File: src/rtl/mdu.sv
// mdu: multi-cycle multiply/divide unit producing the architectural HI/LO pair.
//
// Ports:
//   clk    - clock, all state changes on the rising edge
//   rstn   - asynchronous active-low reset
//   Start  - operation request, accepted only while Busy=0
//   MDUOp  - 000 MULT, 001 MULTU, 010 DIV, 011 DIVU, 100 MTHI, 101 MTLO, 11x no-op
//   A, B   - operands (rs, rt), latched on the accepting edge
//   Busy   - a multiply or divide is in flight
//   Done   - one-cycle pulse in the cycle HI/LO first shows a mult/div result
//   HI, LO - architectural HI/LO registers
//
// Multiply latency is MULT_LAT edges; divide latency is 34 edges
// (setup, 32 restoring iterations, sign fixup). HI/LO change only on the
// completion edge, so partial results are never visible.
module mdu #(
  parameter int MULT_LAT = 5
) (
  input  logic        clk,
  input  logic        rstn,
  input  logic        Start,
  input  logic [2:0]  MDUOp,
  input  logic [31:0] A,
  input  logic [31:0] B,
  output logic        Busy,
  output logic        Done,
  output logic [31:0] HI,
  output logic [31:0] LO
);

  localparam int DATA_W = 32;
  localparam int MCNT_W = (MULT_LAT > 1) ? $clog2(MULT_LAT) : 1;

  typedef enum logic [2:0] {
    S_IDLE   = 3'd0,
    S_MBUSY  = 3'd1,
    S_DSETUP = 3'd2,
    S_DITER  = 3'd3,
    S_DFIX   = 3'd4
  } state_t;

  // Two's-complement magnitude when the value is treated as signed.
  function automatic logic [DATA_W-1:0] f_mag(input logic [DATA_W-1:0] x,
                                              input logic             is_signed);
    f_mag = (is_signed && x[DATA_W-1]) ? (~x + 1'b1) : x;
  endfunction

  function automatic logic [DATA_W-1:0] f_cneg(input logic [DATA_W-1:0] x,
                                               input logic             neg);
    f_cneg = neg ? (~x + 1'b1) : x;
  endfunction

  state_t              r_state, w_next;
  logic [MCNT_W-1:0]   r_mcnt;
  logic [5:0]          r_icnt;
  logic                r_done;
  logic [DATA_W-1:0]   r_hi, r_lo;

  // Operand / datapath registers (no reset: qualified by the FSM state).
  logic [DATA_W-1:0]   r_a, r_b;
  logic                r_sgn;
  logic [DATA_W-1:0]   r_dvd, r_dvs;
  logic                r_neg_q, r_neg_r, r_dvz;
  logic [DATA_W-1:0]   r_rem, r_quo;

  logic                w_accept;
  logic                w_mthi, w_mtlo;
  logic                w_mul_wr, w_div_wr;
  logic signed [63:0]  w_ma, w_mb, w_prod;
  logic [DATA_W:0]     w_rem_sh, w_diff;
  logic                w_div_signed;

  assign w_accept     = Start && (r_state == S_IDLE);
  assign w_div_signed = (MDUOp == 3'b010);

  // ---- state register
  always_ff @(posedge clk or negedge rstn) begin
    if (!rstn) r_state <= S_IDLE;
    else       r_state <= w_next;
  end

  // ---- next-state logic
  always_comb begin
    w_next = r_state;
    case (r_state)
      S_IDLE: begin
        if (w_accept) begin
          case (MDUOp)
            3'b000, 3'b001: w_next = S_MBUSY;
            3'b010, 3'b011: w_next = S_DSETUP;
            default:        w_next = S_IDLE;
          endcase
        end
      end
      S_MBUSY:  if (r_mcnt == '0) w_next = S_IDLE;
      S_DSETUP: w_next = S_DITER;
      S_DITER:  if (r_icnt == 6'd31) w_next = S_DFIX;
      S_DFIX:   w_next = S_IDLE;
      default:  w_next = S_IDLE;
    endcase
  end

  // ---- output / control decode
  always_comb begin
    Busy     = (r_state != S_IDLE);
    w_mthi   = w_accept && (MDUOp == 3'b100);
    w_mtlo   = w_accept && (MDUOp == 3'b101);
    w_mul_wr = (r_state == S_MBUSY) && (r_mcnt == '0);
    w_div_wr = (r_state == S_DFIX);
  end

  // Low 64 bits of the product are identical for signed and unsigned once
  // the operands are extended according to the latched signedness.
  assign w_ma   = {{32{r_sgn & r_a[DATA_W-1]}}, r_a};
  assign w_mb   = {{32{r_sgn & r_b[DATA_W-1]}}, r_b};
  assign w_prod = w_ma * w_mb;

  // 33-bit trial subtract: the shifted partial remainder is below 2*divisor,
  // so bit 32 of the difference is a reliable borrow flag.
  assign w_rem_sh = {r_rem, r_quo[DATA_W-1]};
  assign w_diff   = w_rem_sh - {1'b0, r_dvs};

  // ---- control counters, Done and architectural HI/LO
  always_ff @(posedge clk or negedge rstn) begin
    if (!rstn) begin
      r_mcnt <= '0;
      r_icnt <= '0;
      r_done <= 1'b0;
      r_hi   <= '0;
      r_lo   <= '0;
    end else begin
      r_done <= w_mul_wr | w_div_wr;

      if (w_accept)                                r_mcnt <= MCNT_W'(MULT_LAT - 1);
      else if (r_state == S_MBUSY && r_mcnt != '0) r_mcnt <= r_mcnt - 1'b1;

      if (r_state == S_DSETUP)     r_icnt <= '0;
      else if (r_state == S_DITER) r_icnt <= r_icnt + 1'b1;

      if (w_mthi) r_hi <= A;
      if (w_mtlo) r_lo <= A;

      if (w_mul_wr) begin
        r_hi <= w_prod[63:32];
        r_lo <= w_prod[31:0];
      end

      if (w_div_wr) begin
        if (r_dvz) begin
          r_hi <= r_a;
          r_lo <= '1;
        end else begin
          r_hi <= f_cneg(r_rem, r_neg_r);
          r_lo <= f_cneg(r_quo, r_neg_q);
        end
      end
    end
  end

  // ---- operand latch and restoring-division datapath
  always_ff @(posedge clk) begin
    if (w_accept) begin
      r_a     <= A;
      r_b     <= B;
      r_sgn   <= (MDUOp == 3'b000);
      r_dvd   <= f_mag(A, w_div_signed);
      r_dvs   <= f_mag(B, w_div_signed);
      r_neg_q <= w_div_signed && (A[DATA_W-1] ^ B[DATA_W-1]);
      r_neg_r <= w_div_signed && A[DATA_W-1];
      r_dvz   <= (B == '0);
    end

    if (r_state == S_DSETUP) begin
      r_rem <= '0;
      r_quo <= r_dvd;
    end else if (r_state == S_DITER) begin
      if (!w_diff[DATA_W]) begin
        r_rem <= w_diff[DATA_W-1:0];
        r_quo <= {r_quo[DATA_W-2:0], 1'b1};
      end else begin
        r_rem <= w_rem_sh[DATA_W-1:0];
        r_quo <= {r_quo[DATA_W-2:0], 1'b0};
      end
    end
  end

  assign Done = r_done;
  assign HI   = r_hi;
  assign LO   = r_lo;

endmodule
File: config.mk
export PLATFORM = sky130hd
export DESIGN_NAME = mdu
export DESIGN_NICKNAME = d
export VERILOG_FILES = /design/src/rtl/mdu.sv
export SDC_FILE = /design/constraint.sdc
export NUM_CORES = 2
export LEC_CHECK = 0
export ABC_AREA = 1
export CAP_MARGIN = 10
export CORE_UTILIZATION = 66
export DETAILED_ROUTE_END_ITERATION = 8
export PLACE_DENSITY = 0.89
export SLEW_MARGIN = 30
export SYNTH_ARGS = -nofsm -noshare
export SYNTH_HDL_FRONTEND = slang
export SYNTH_SLANG_ARGS = --single-unit
File: constraint.sdc
create_clock -name clk -period 10.18 [get_ports clk]
set_input_delay 1.527 -clock clk [delete_from_list [all_inputs] [get_ports clk]]
set_output_delay 1.527 -clock clk [all_outputs]
set_load 0.01 [all_outputs]
==> out/metrics.cfg <==
[logic_synthesis]
avgSynthCellArea_sq_um=7.80
synth_top_area_share_pct=40.0
synth_area_leaders=fa_1 40%, nand2_1 13%, inv_1 12%
synth_flop_cell=edfxtp_1
synth_edf_count=162
synthArstFlopShare_pct=28.4
yosysTopAreaCell=fa_1
yosys_warnings=0
yosysMostFrequentCell=nand2_1
ys_ff_latch=271
synth_cells=7224
yosysSeqAreaShare_pct=13.2
ys_types=57
synthesis.area_sq_um=56400
yosys-top-cells-count=1930 x nand2_1, 1869 x inv_1, 1126 x fa_1, 383 x nor2_1, 295 x clkbuf_1
syn-num-nets=8671

[clock_network]
cts.htree.levels=1
hold_buffers=0
clk_pin_slew_worst_paths_ns=0.07
clock_latency_ns=0.61
clockBufferDepth=3
cts_resized=0
cts_tree=built
cts-root-buf=clkbuf_16
cts_made_buffers=30
cts.sinks=271
postCtsSetupBuffers=0

[route]
vias=48600
routed_wl_mm=183
drcViolationCount=0
dr.pass1.iters=9
vias_per_cell=5.83
ant_nets=0
wire_per_inst_microns=22.0
drt_iter0_drc=4959

[sta]
fin_skew_ns=0.0223
fin_crit_ns=8.89
max_freq_ghz=0.112
drv_slew=0
period_share_pct=87.3
hold_viol_final=0
finalSetupViolCount=0
slew_headroom_pct=25.5
rsz0062_at_grt=no
tightest_slew_ns=1.12
tns_ns=0

[placement]
port_buffers=135
hpwl_mm=150
placed_area_sq_um=58600
gp_congestion=1.02
dpl.cell_count=8263

[critical_path]
cp-start-kind=flip-flop
worstSetupPathType=flip-flop to flip-flop
rr_worst_depth=29
worst_ep_required_time_ns=10.69
cp_max_fo=14
critPathMaxStageDelay_ns=0.90
worstPathArrival_ns=9.41
cpMaxStageDelayCell=fa_1
endpoint_kind=flip-flop

[floorplanning]
floorplan.rows=106
die_y_microns=294
fp.dieW_microns=294
io-pin-count=136
initial_core_util_pct=67.0
coreArea_sq_um=84100
die_area_sq_um=86600

[job]
maxCapViolCount=0

[outcome]
status=completed

[finish]
fillers=6396
fin_area_sq_um=59800
fin_nets=8614
stdcell_count=8326
layout-drive-gt1-share_pct=3.12
synthToLayoutAreaGrowth_pct=6.05

[worst_hold_path]
whs_path_depth=2
min_path_type=flip-flop to flip-flop

[global_routing]
grtUsageTotal_pct=43.7
grt_antenna_before_repair=11
grt_start_max_net_pins=70
grt.overflow.total=0
grt_pass1_vias=52300
grt_pass1_wl_mm=285

[state kept, by name, summed over array words and instances, names as in the netlist, 3 cells and up]
name	count
r_rem	32
HI	32
r_dvs	31
r_icnt	6
r_b	32
r_mcnt	3
r_a	32
r_dvd	31
LO	32
r_quo	32
r_state	3
[logic make-up (layout without fill, tap and decap cells)]
group / count (synthesis) / after routing / synth area share [%]
flip-flops: 271 / 271 / 13.2
AND/OR/NAND/NOR: 2703 / 2703 / 19.3
buffers and inverters: 2208 / 2175 / 14.8
other: 0 / 1 / 0
adder cells (fa/ha/maj): 1377 / 1377 / 45.6
AO/OA/AOI/OAI: 550 / 550 / 5.33
XOR/XNOR: 113 / 113 / 1.76
multiplexers: 2 / 2 / 0.0400
[path summary, 6_finish.rpt]
kind                       start      to  slack [ns]
max reg2reg                r_sgn  HI[21]        1.29
max in group asynchronous   rstn  HI[31]        8.33
min in group asynchronous   rstn   LO[0]        0.87
max                        r_sgn  HI[21]        1.29
min                        LO[3]   LO[3]        0.48
min reg2reg                LO[3]   LO[3]        0.48
[stage by stage]
stage                     worst slack [ns]  utilization, %  hold slack [ns]
after floorplan                       2.69               -            0.461
after global placement                1.62            69.7            0.470
after detailed placement              1.49            69.7            0.475
after CTS                             1.41            71.0            0.490
after global routing                 0.909            71.1            0.512
final                                 1.29            71.1            0.484
[routing by layer]
| metal | GRT usage [%] | up-vias | wire length, microns |
|---|---|---|---|
| met5 | 0 | - | 82 |
| met4 | 25.3 | 8 | 12400 |
| met3 | 11.1 | 955 | 22400 |
| met2 | 70.5 | 3255 | 85000 |
| met1 | 53.3 | 23400 | 63000 |
| li1 | - | 20900 | - |
[layout by cell type (no fill, tap or decap), types with 6 or more instances in the layout]
cell type and n:
o21bai_1 21, o211ai_1 21, nand3_1 236, nor4_1 13
nor2_2 7, buf_4 96, nor3_2 9, xor2_1 69
dfxtp_1 32, buf_6 6, nor2_1 382, inv_1 1868
nor3_1 45, nand4_1 33, nand3b_1 14, o21ai_0 206
a31oi_1 7, nand2_1 1929, o21ai_1 35, clkdlybuf4s50_1 134
dfrtp_1 77, a21oi_1 223, nand2_2 12, fa_1 1125
clkbuf_16 31, xnor2_1 44, inv_2 7, or2_2 8
edfxtp_1 162, ha_1 251
[critical path, delay by kind of cell, from the launching register on]
kind            cells  cell delay, ns
buf+inv             8            1.62
compound gates      1            0.18
fa+ha+maj           9            4.73
simple gates       11            1.83
flops               1            0.40
[area by class of cell]
class | instances | area, sq um | share of cell area (%)
Antenna cell | 1 | 2.50 | 0.00419
Clock buffer | 39 | 836 | 1.40
Clock inverter | 17 | 190 | 0.318
Inverter | 1877 | 7050 | 11.8
Multi-Input combinational cell | 4745 | 40600 | 67.9
Sequential cell | 271 | 7430 | 12.4
Tap cell | 1134 | 1420 | 2.37
Timing Repair Buffer | 242 | 2250 | 3.76
Power is not shown: default switching activity piles up to over one toggle a cycle in this logic, so the estimate is an artifact.
